==> src/rtl/sha_state_pkg.sv <==
// rtl/sha_state_pkg.sv - shared constants and FSM state type for the SHA-2 hash-state bank
package sha_state_pkg;

    localparam int WORD_W_DEF    = 32;
    localparam int NUM_WORDS_DEF = 8;

    // Word 0 sits in the least significant bits.
    localparam logic [255:0] SHA256_IV = {
        32'h5be0cd19, 32'h1f83d9ab, 32'h9b05688c, 32'h510e527f,
        32'ha54ff53a, 32'h3c6ef372, 32'hbb67ae85, 32'h6a09e667
    };

    localparam logic [255:0] SHA224_IV = {
        32'hbefa4fa4, 32'h64f98fa7, 32'h68581511, 32'hffc00b31,
        32'hf70e5939, 32'h3070dd17, 32'h367cd507, 32'hc1059ed8
    };

    typedef enum logic [0:0] {
        IDLE  = 1'b0,
        ACCUM = 1'b1
    } state_e;

endpackage

==> src/rtl/sha_hash_state_bank_if.sv <==
// rtl/sha_hash_state_bank_if.sv - accumulate channel (valid/ready + working variables a..h)
// master drives acc_valid/acc_words and observes acc_ready; slave is the state bank.
interface sha_hash_state_bank_if #(
    parameter int WORD_W    = 32,
    parameter int NUM_WORDS = 8
);
    logic                          acc_valid;
    logic                          acc_ready;
    logic [NUM_WORDS*WORD_W-1:0]   acc_words;

    modport master (
        output acc_valid,
        output acc_words,
        input  acc_ready
    );

    modport slave (
        input  acc_valid,
        input  acc_words,
        output acc_ready
    );
endinterface

==> src/rtl/sha_word_adder.sv <==
// rtl/sha_word_adder.sv - N independent WORD_W-bit modular adders
// Ports: a, b  : N packed words (word 0 in LSBs)
//        sum   : per-word a+b mod 2^WORD_W; carries never cross word boundaries
module sha_word_adder #(
    parameter int WORD_W = 32,
    parameter int N      = 1
) (
    input  logic [N*WORD_W-1:0] a,
    input  logic [N*WORD_W-1:0] b,
    output logic [N*WORD_W-1:0] sum
);

    always_comb begin
        sum = '0;
        for (int k = 0; k < N; k++) begin
            sum[k*WORD_W +: WORD_W] = a[k*WORD_W +: WORD_W] + b[k*WORD_W +: WORD_W];
        end
    end

endmodule

==> src/rtl/sha_hash_state_bank.sv <==
// rtl/sha_hash_state_bank.sv - SHA-2 chaining-state bank with IV load and sequenced accumulate
// Ports: clk, rst_n (sync, active-low)
//        init_req/mode_alt : load IV_A (mode_alt=0) or IV_B (mode_alt=1), clear block_cnt
//        acc (slave)       : acc_valid/acc_ready/acc_words handshake for working variables a..h
//        busy              : accumulation pass in progress
//        acc_done          : one-cycle pulse after the final word write of a pass
//        h_out             : live chaining state, word 0 in LSBs
//        block_cnt/cnt_sat : saturating count of completed passes since init
module sha_hash_state_bank
    import sha_state_pkg::*;
#(
    parameter int                          WORD_W         = WORD_W_DEF,
    parameter int                          NUM_WORDS      = NUM_WORDS_DEF,
    parameter int                          ADDS_PER_CYCLE = 1,
    parameter int                          CNT_W          = 16,
    parameter logic [NUM_WORDS*WORD_W-1:0] IV_A           = SHA256_IV,
    parameter logic [NUM_WORDS*WORD_W-1:0] IV_B           = SHA224_IV
) (
    input  logic                         clk,
    input  logic                         rst_n,
    input  logic                         init_req,
    input  logic                         mode_alt,
    sha_hash_state_bank_if.slave         acc,
    output logic                         busy,
    output logic                         acc_done,
    output logic [NUM_WORDS*WORD_W-1:0]  h_out,
    output logic [CNT_W-1:0]             block_cnt,
    output logic                         cnt_sat
);

    // The pass walks the state in groups of ADDS_PER_CYCLE words; grp_q is the
    // group index, so the word index is grp_q * ADDS_PER_CYCLE.
    localparam int NUM_GROUPS = NUM_WORDS / ADDS_PER_CYCLE;
    localparam int GRP_W      = (NUM_GROUPS > 1) ? $clog2(NUM_GROUPS) : 1;
    localparam int GRP_BITS   = ADDS_PER_CYCLE * WORD_W;
    localparam int STATE_BITS = NUM_WORDS * WORD_W;

    state_e                 state_q, state_d;
    logic [GRP_W-1:0]       grp_q, grp_d;
    logic [STATE_BITS-1:0]  h_q, h_d;
    logic [STATE_BITS-1:0]  hold_q, hold_d;
    logic [CNT_W-1:0]       cnt_q, cnt_d;
    logic                   done_q, done_d;

    int                     base;
    logic                   last_grp;
    logic [GRP_BITS-1:0]    add_a;
    logic [GRP_BITS-1:0]    add_b;
    logic [GRP_BITS-1:0]    add_sum;
    logic                   ready;

    assign base     = int'(grp_q) * GRP_BITS;
    assign last_grp = (grp_q == GRP_W'(NUM_GROUPS - 1));

    // init_req blocks the handshake so an IV load and a pass never start together.
    assign ready = rst_n && (state_q == IDLE) && !init_req;

    always_comb begin
        add_a = h_q[base +: GRP_BITS];
        add_b = hold_q[base +: GRP_BITS];
    end

    sha_word_adder #(
        .WORD_W (WORD_W),
        .N      (ADDS_PER_CYCLE)
    ) u_adder (
        .a   (add_a),
        .b   (add_b),
        .sum (add_sum)
    );

    always_comb begin
        state_d = state_q;
        grp_d   = grp_q;
        h_d     = h_q;
        hold_d  = hold_q;
        cnt_d   = cnt_q;
        done_d  = 1'b0;

        if (init_req) begin
            // Also aborts an in-flight pass: no done pulse, no count.
            h_d     = mode_alt ? IV_B : IV_A;
            cnt_d   = '0;
            state_d = IDLE;
            grp_d   = '0;
        end else begin
            case (state_q)
                IDLE: begin
                    if (acc.acc_valid && ready) begin
                        // Snapshot so the producer may change acc_words immediately.
                        hold_d  = acc.acc_words;
                        grp_d   = '0;
                        state_d = ACCUM;
                    end
                end
                ACCUM: begin
                    h_d[base +: GRP_BITS] = add_sum;
                    if (last_grp) begin
                        state_d = IDLE;
                        grp_d   = '0;
                        done_d  = 1'b1;
                        if (cnt_q != {CNT_W{1'b1}}) begin
                            cnt_d = cnt_q + CNT_W'(1);
                        end
                    end else begin
                        grp_d = grp_q + GRP_W'(1);
                    end
                end
                default: begin
                    state_d = IDLE;
                    grp_d   = '0;
                end
            endcase
        end
    end

    always_ff @(posedge clk) begin
        if (!rst_n) begin
            state_q <= IDLE;
            grp_q   <= '0;
            h_q     <= IV_A;
            hold_q  <= '0;
            cnt_q   <= '0;
            done_q  <= 1'b0;
        end else begin
            state_q <= state_d;
            grp_q   <= grp_d;
            h_q     <= h_d;
            hold_q  <= hold_d;
            cnt_q   <= cnt_d;
            done_q  <= done_d;
        end
    end

    assign acc.acc_ready = ready;
    assign busy          = (state_q == ACCUM);
    assign acc_done      = done_q;
    assign h_out         = h_q;
    assign block_cnt     = cnt_q;
    assign cnt_sat       = &cnt_q;

endmodule

==> src/flat_wrapper.sv <==
// flat-port wrapper written by rule: the top's interface ports become plain ports
module sha_hash_state_bank_flat import sha_state_pkg::*;
#(
    parameter int                          WORD_W         = WORD_W_DEF,
    parameter int                          NUM_WORDS      = NUM_WORDS_DEF,
    parameter int                          ADDS_PER_CYCLE = 1,
    parameter int                          CNT_W          = 16,
    parameter logic [NUM_WORDS*WORD_W-1:0] IV_A           = SHA256_IV,
    parameter logic [NUM_WORDS*WORD_W-1:0] IV_B           = SHA224_IV
)
  (clk, rst_n, init_req, mode_alt, busy, acc_done, h_out, block_cnt, cnt_sat, acc_acc_valid, acc_acc_words, acc_acc_ready);
  sha_hash_state_bank_if #(.WORD_W(WORD_W), .NUM_WORDS(NUM_WORDS)) acc_i ();
  input  logic clk;
  input  logic rst_n;
  input  logic init_req;
  input  logic mode_alt;
  output logic busy;
  output logic acc_done;
  output logic [NUM_WORDS*WORD_W-1:0] h_out;
  output logic [CNT_W-1:0] block_cnt;
  output logic cnt_sat;
  input wire logic [$bits(acc_i.acc_valid)-1:0] acc_acc_valid;
  input wire logic [$bits(acc_i.acc_words)-1:0] acc_acc_words;
  output wire logic [$bits(acc_i.acc_ready)-1:0] acc_acc_ready;
  assign acc_i.acc_valid = acc_acc_valid;
  assign acc_i.acc_words = acc_acc_words;
  assign acc_acc_ready = acc_i.acc_ready;
  sha_hash_state_bank #(.WORD_W(WORD_W), .NUM_WORDS(NUM_WORDS), .ADDS_PER_CYCLE(ADDS_PER_CYCLE), .CNT_W(CNT_W), .IV_A(IV_A), .IV_B(IV_B)) u_core (.clk(clk), .rst_n(rst_n), .init_req(init_req), .mode_alt(mode_alt), .acc(acc_i), .busy(busy), .acc_done(acc_done), .h_out(h_out), .block_cnt(block_cnt), .cnt_sat(cnt_sat));
endmodule
==> config.mk <==
export PLATFORM = sky130hd
export DESIGN_NAME = sha_hash_state_bank_flat
export DESIGN_NICKNAME = d
export VERILOG_FILES = /design/src/rtl/sha_state_pkg.sv /design/src/rtl/sha_hash_state_bank_if.sv /design/src/rtl/sha_word_adder.sv /design/src/rtl/sha_hash_state_bank.sv /design/src/flat_wrapper.sv
export SDC_FILE = /design/constraint.sdc
export NUM_CORES = 1
export LEC_CHECK = 0
export CAP_MARGIN = 20
export CORE_AREA = 4 4 249 251
export DETAILED_ROUTE_END_ITERATION = 16
export DIE_AREA = 0 0 253 255
export PLACE_DENSITY = 0.64
export SYNTH_ARGS = -nofsm -noshare
export SYNTH_HDL_FRONTEND = slang
export SYNTH_SLANG_ARGS = --single-unit
==> constraint.sdc <==
create_clock -name clk -period 5.2 [get_ports clk]
set_input_delay 1.04 -clock clk [delete_from_list [all_inputs] [get_ports clk]]
set_output_delay 1.04 -clock clk [all_outputs]
set_load 0.1 [all_outputs]
==> impl_metrics.ini, run 1 <==
[routing]
final_antenna_net_count = 0
drt_wl_total_um = 107000
wl_per_cell_um = 25.99
vias = 24633
drtIter0Drc = 2854
via_per_inst = 5.982
dr.pass1.iters = 6
drc_errors = 0

[power_and_ir_drop]
seq_power_share = 0.416
finalPower_uw = 10460
p_switching_uw = 3076
clkPwrFrac = 0.417
powerDensity_nw_per_um2 = 318.6
internal_power_uw = 7384
p_leak_uw = 0.01175
p_sw_frac = 0.2941
ir_worst_vdd_mv = 0.2902
p_comb_frac = 0.167

[sta]
fin_crit_sh = 0.9012
skew_ps = 39.88
drv_slew = 0
max_slew_margin = 0.1982
rsz0062_at_grt = no
tightestPinTransition_ps = 1203
finalHoldViolCount = 0
timing.fmax_ghz = 0.2134
setup_viol = 0
tns_ps = 0
period_needed_ps = 4686

[yosys]
synth_edf_count = 0
syn_area_per_cell_sq_um = 8.657
synth.distinct_cells = 76
yosysTopAreaCell = dfxtp_1
yosysWarnings = 0
ys_seq_elements = 533
ys_seq_area_frac = 0.4372
synthCells = 2819
syn_nets = 3120
synth-main-ff-cell = dfxtp_1
syn_area_sq_um = 24400
synthArstFlopShare = 0
synthTopCellsByArea = dfxtp_1 (44%), nand2_1 (13%), mux4_2 (12%)
synth_top_area_share = 0.4372

[min_path]
hold_class = register to register
min_to = u_core.hold_q[117]$_SDFFE_PN0P_
hp-start = u_core.hold_q[117]$_SDFFE_PN0P_
hold_depth = 2

[clock_tree]
clock-sinks = 533
cts_resized = 0
cts-buffers-inserted = 57
htreeDepth = 2
cts_hold_buf = 0
root_buffer = clkbuf_16
cts_tree = built
clockBufferDepth = 3
path_clk_slew_ps = 60
clk_latency_ps = 640
cts_setup_buffers = 0

[final_layout]
layout.nets = 3591
num-fill-cells = 5419
layout-drive-gt1-share = 0.1085
syn_to_final_growth_pct = 34.55
final_cell_area_sq_um = 32830

[global_routing]
grt_pass1_vias = 24041
grt_pass1_wl_um = 154700
grtUsageTotal = 0.3165
antenna_found_initial = 2
grt_max_degree = 96
grt_overflow = 0

[setup_path]
cp_max_fo = 24
worstPathCellList = buf_12 -> buf_4 -> mux4_2 -> nand2_1 -> nand2_1 -> ha_1 -> inv_1 -> fa_1 -> nor2b_1 -> o21ai_1 -> a31oi_1 -> o2111ai_1 -> a31oi_1 -> o2111ai_1 -> o311ai_4 -> o31ai_2
r2r_cells = 16
worstSetupEndpointType = register
cp_num_buf_inv = 3
max_stage_delay_ps = 530
cp_data_arrival_time_ps = 5240
worstSetupPathType = register to register
r2r_start = u_core.grp_q[0]$_SDFFE_PP0P_
worstPathRequired_ps = 5750
reg2reg_slack_ps = 510
critPathLaunchType = register
cpMaxStageDelayCell = dfxtp_4
r2r-end = u_core.h_out[92]$_SDFFE_PN1P_
crit_family = compound AO/OA/AOI/OAI gates

[run]
cap_violations = 0

[floorplanning]
ioPinCount = 537
core_sq_um = 59910
die_y_um = 255
start_util = 0.4074
fp.dieArea_sq_um = 64520
die_x_um = 253
rows = 90

[placement]
place_area_sq_um = 30800
hpwl_um = 79440
gp_congestion = 0.9578
numPortBuffers = 536

[outcome]
status = finished, final reports clean
layout by cell type (no fill, tap or decap), types with 11 or more instances in the layout:
master	Yosys	routed
nand3_1	38	38
o22ai_1	16	16
nand2_1	819	817
mux4_2	126	126
clkinv_2	0	13
a221oi_1	23	23
buf_4	0	91
a31oi_1	17	17
clkdlybuf4s50_1	0	534
a221o_1	65	65
nand4_1	15	15
nor2b_1	17	17
inv_1	17	17
xor2_1	15	15
o21ai_0	85	85
nor3_1	18	18
xnor2_1	34	34
ha_1	39	39
and3_1	12	12
dfxtp_1	533	530
clkbuf_16	0	58
buf_12	0	11
nor2_1	132	132
a22oi_1	24	24
o31ai_1	13	13
a21oi_1	401	398
power groups by stage:
| stage | clock network (uW) | registers, uW | logic (uW) |
|---|---|---|---|
| 2_1_floorplan | 0 | 4890 | 575 |
| 3_5_place_dp | 0 | 4430 | 1720 |
| 5_1_grt | 4560 | 4360 | 1820 |
| 6_report | 4360 | 4350 | 1750 |
| 3_3_place_gp | 0 | 4430 | 1710 |
| 4_1_cts | 4390 | 4340 | 1730 |
worst max path at each step:
stage	startpoint	end	slack, ps	cells after the start
floorplan	u_core.block_cnt[0]$_SDFFE_PP0P_	u_core.block_cnt[3]$_SDFFE_PP0P_	860	8
global placement	u_core.grp_q[0]$_SDFFE_PP0P_	u_core.h_out[180]$_SDFFE_PN0P_	690	16
detailed placement	u_core.grp_q[0]$_SDFFE_PP0P_	u_core.h_out[84]$_SDFFE_PN0P_	620	16
CTS	u_core.grp_q[0]$_SDFFE_PP0P_	u_core.h_out[212]$_SDFFE_PN0P_	620	16
global route	u_core.grp_q[0]$_SDFFE_PP0P_	u_core.h_out[63]$_SDFFE_PN1P_	370	14
finish	u_core.grp_q[0]$_SDFFE_PP0P_	u_core.h_out[92]$_SDFFE_PN1P_	510	16
worst min-delay path: stages (launching register included):
cell     delay (ps)
dfxtp_1         300
nand2_1          50
a21oi_1          50
cell families (layout without fill, tap and decap cells):
kind of cell	Yosys count	in the layout	synth area share
buffers and inverters	246	762	0.03974
and+or+nand+nor	1103	1103	0.1847
AOI/OAI and AO/OA	713	713	0.1800
xor gates and xnor gates	49	49	0.01759
adders and majority gates	40	40	0.02082
muxes	135	135	0.1200
other	0	1	0
DFF	533	533	0.4372
Yosys cell counts, drive strengths merged, types with 3 or more instances:
master,instances
a211oi,3
nand2b,9
o21bai,4
nor2,132
o22ai,17
xor2,15
inv,19
nand2,820
a32o,5
a21oi,403
a31oi,17
nor2b,17
o21ai,94
nor4,6
a22oi,24
xnor2,34
o31ai,16
and2,9
or3,9
or2,3
nand4,15
ha,39
or4,3
clkbuf,175
mux4,126
a221oi,23
nor3,19
o21a,6
mux2i,9
a21o,10
o211ai,6
o311ai,4
a221o,65
and3,12
nand3,38
dfxtp,533
buf,50
nor4b,3
through the flow:
stage | util | cells | hold WS [ps] | setup slack (ps)
floorplan | - | 2819 | 433.1 | 861.9
global placement | 0.5142 | 4012 | 438.7 | 693.6
detailed placement | 0.5142 | 4012 | 444.2 | 616.2
CTS | 0.5476 | 4116 | 452.2 | 615.1
global route | 0.5480 | 4117 | 469.8 | 367.3
finish | 0.5481 | 4118 | 451.2 | 513.7
metal layers:
layer	share of wire	global-route usage
met1	0.39	0.4169
met2	0.46	0.5114
met3	0.099	0.06097
met4	0.052	0.1390
met5	0	0
final cells by class:
class | instances | area [sq um] | area share
timing repair buffer | 637 | 6276 | 0.1911
tap | 782 | 978.4 | 0.02980
clock buffer | 76 | 1619 | 0.04931
antenna | 1 | 2.502 | 0.00007621
inverter | 21 | 86.33 | 0.002629
multi-input combinational | 2040 | 12810 | 0.3902
sequential | 533 | 10680 | 0.3252
clock inverter | 28 | 381.6 | 0.01162
sequential cells by signal, summed over array words and instances, names as in the netlist:
signal,flops
u_core.h_out,256
u_core.acc_done,1
u_core.block_cnt,16
u_core.grp_q,3
u_core.hold_q,256
u_core.busy,1
Power figures use the tool's default switching activity.
==> run 2, diff against run 1 <==
--- a/config.mk
+++ b/config.mk
@@ -11,2 +11,3 @@
 export DIE_AREA = 0 0 253 255
+export HOLD_SLACK_MARGIN = 0.05
 export PLACE_DENSITY = 0.64
==> constraint.sdc (replaced) <==
create_clock -name clk -period 5.2 [get_ports clk]
set_input_delay 0.78 -clock clk [delete_from_list [all_inputs] [get_ports clk]]
set_output_delay 0.78 -clock clk [all_outputs]
set_load 0.1 [all_outputs]
==> run 2 against run 1 <==
  * Largest cell class unchanged
  * Utilization shrank 0.31 points
  * First-iteration DRC count grew 0.28%
  * Register-to-register slack lost 270 ps
  * Critical endpoint is now u_core.h_out[28]$_SDFFE_PN0P_
  * Final area shrank 0.57%
  * Sequential power is essentially flat
==> impl_metrics.ini, run 2 (synthesis gave the netlist of run 1 again) <==
[routing]
via_per_inst = 5.965
drc_errors = 0
dr.pass1.iters = 6
final_antenna_net_count = 0
wl_per_cell_um = 26.40
drtIter0Drc = 2862
vias = 24426
drt_wl_total_um = 108100

[floorplanning]
fp.dieArea_sq_um = 64520
die_x_um = 253
core_sq_um = 59910
rows = 90
start_util = 0.4074
die_y_um = 255
ioPinCount = 537

[power_and_ir_drop]
p_comb_frac = 0.170
p_leak_uw = 0.01162
powerDensity_nw_per_um2 = 313.0
internal_power_uw = 7201
seq_power_share = 0.426
p_switching_uw = 3016
clkPwrFrac = 0.404
ir_worst_vdd_mv = 0.2480
p_sw_frac = 0.2952

[setup_path]
cp_max_fo = 31
worstPathCellList = buf_12 -> mux4_2 -> nand2_1 -> nand2_1 -> ha_1 -> o21a_1 -> nor2_1 -> a31oi_1 -> o2111ai_1 -> a31oi_1 -> o41a_1 -> o311ai_4 -> o31ai_2
worstSetupPathType = register to register
crit_family = compound AO/OA/AOI/OAI gates
cpMaxStageDelayCell = dfxtp_4
worstSetupEndpointType = register
r2r_start = u_core.grp_q[0]$_SDFFE_PP0P_
worstPathRequired_ps = 5730
max_stage_delay_ps = 890
reg2reg_slack_ps = 250
r2r-end = u_core.h_out[28]$_SDFFE_PN0P_
cp-startpoint = u_core.grp_q[0]$_SDFFE_PP0P_
cp_num_buf_inv = 1
critPathLaunchType = register
cp_data_arrival_time_ps = 5480
r2r_cells = 13

[final_layout]
syn_to_final_growth_pct = 33.78
num-fill-cells = 5451
layout_commonest_cell = nand2_1
diodes = 0
fin_cells = 4095
layout-drive-gt1-share = 0.1020
layout.nets = 3572
layout_common_cells = nand2_1 (817), clkdlybuf4s50_1 (534), dfxtp_1 (530)

[sta]
drv_slew = 0
rsz0062_at_grt = no
skew_ps = 46.80
holdWs_ps = 452.1
fin_crit_sh = 0.9522
timing.fmax_ghz = 0.2020
tns_ps = 0
max_slew_margin = 0.1314
tightestPinTransition_ps = 1303
finalHoldViolCount = 0
period_needed_ps = 4951
setup_viol = 0

[outcome]
status = finished, final reports clean

[global_routing]
grt_max_degree = 231
antenna_found_initial = 4
grt_pass1_wl_um = 156000
grt_overflow = 0
grtUsageTotal = 0.3206
grt_pass1_vias = 23701

[clock_tree]
cts_setup_buffers = 0
clockBufferDepth = 3
clk_latency_ps = 630
cts_hold_buf = 0
path_clk_slew_ps = 70
cts_tree = built
cts_resized = 0
clock-sinks = 533
cts-buffers-inserted = 56
htreeDepth = 2
root_buffer = clkbuf_16

[run]
cap_violations = 0

[min_path]
hold_depth = 2
hold_class = register to register
hp-start = u_core.hold_q[120]$_SDFFE_PN0P_
min_to = u_core.hold_q[120]$_SDFFE_PN0P_

[placement]
dpl.cell_count = 3995
gp_congestion = 0.9873
hpwl_um = 79510
numPortBuffers = 536
==> run 2: cell count changes in the layout (fill, tap and decap cells not counted), moves of 2 or more <==
cell,previous run,this run
buf_4,91,68
buf_12,11,17
bufinv_16,8,2
clkbuf_8,10,15
clkinv_2,13,8
clkbuf_1,8,12
a21oi_1,398,396
a21oi_2,2,4
clkbuf_16,58,60
==> run 2: worst min-delay path: stages (launching register included) <==
cell and delay [ps]:
dfxtp_1 300, nand2_1 50, a21oi_1 50
==> run 2: worst max path at each step <==
stage                                  endpoint  slack (ps)  depth (start not counted)
6_report          u_core.h_out[28]$_SDFFE_PN0P_         250                         13
5_1_grt          u_core.h_out[159]$_SDFFE_PN0P_          90                         14
4_1_cts           u_core.h_out[28]$_SDFFE_PN0P_         360                         13
3_5_place_dp      u_core.h_out[28]$_SDFFE_PN0P_         370                         13
3_3_place_gp      u_core.h_out[92]$_SDFFE_PN1P_         370                         13
2_1_floorplan  u_core.block_cnt[3]$_SDFFE_PP0P_         860                          8
==> run 2: routing by layer <==
metal / GRT usage / vias up / wire length, um
met3: 0.06066 / 298 / 10310
li1: - / 10836 / -
met1: 0.4267 / 11838 / 42320
met2: 0.5122 / 1446 / 49890
met4: 0.1442 / 8 / 5540
met5: 0 / - / 49
==> run 2: area by class of cell <==
cell class                 count  area [sq um]  share of cell area
clock buffer                  87          1753             0.05369
clock inverter                13         131.4            0.004024
inverter                      21         86.33            0.002644
multi-input combinational   2040         12820              0.3928
sequential                   533         10680              0.3271
tap                          782         978.4             0.02997
timing repair buffer         619          6196              0.1898
==> run 2: power groups by stage <==
stage	Clock, uW	Sequential (uW)	Combinational, uW
2_1_floorplan	0	4890	575
3_3_place_gp	0	4430	1710
6_report	4120	4350	1740
5_1_grt	4320	4360	1820
4_1_cts	4160	4350	1730
3_5_place_dp	0	4440	1720
==> run 2: metrics by stage <==
| step | setup WS (ps) | area (sq um) | total power, uW | utilization |
|---|---|---|---|---|
| 6_report | 248.5 | 32650 | 10220 | 0.5450 |
| 5_1_grt | 94.23 | 32650 | 10490 | 0.5450 |
| 4_1_cts | 355.0 | 32650 | 10240 | 0.5450 |
| 3_5_place_dp | 369.6 | 30760 | 6157 | 0.5135 |
| 3_3_place_gp | 372.5 | 30760 | 6145 | 0.5135 |
| 2_1_floorplan | 861.9 | 24410 | 5469 | - |
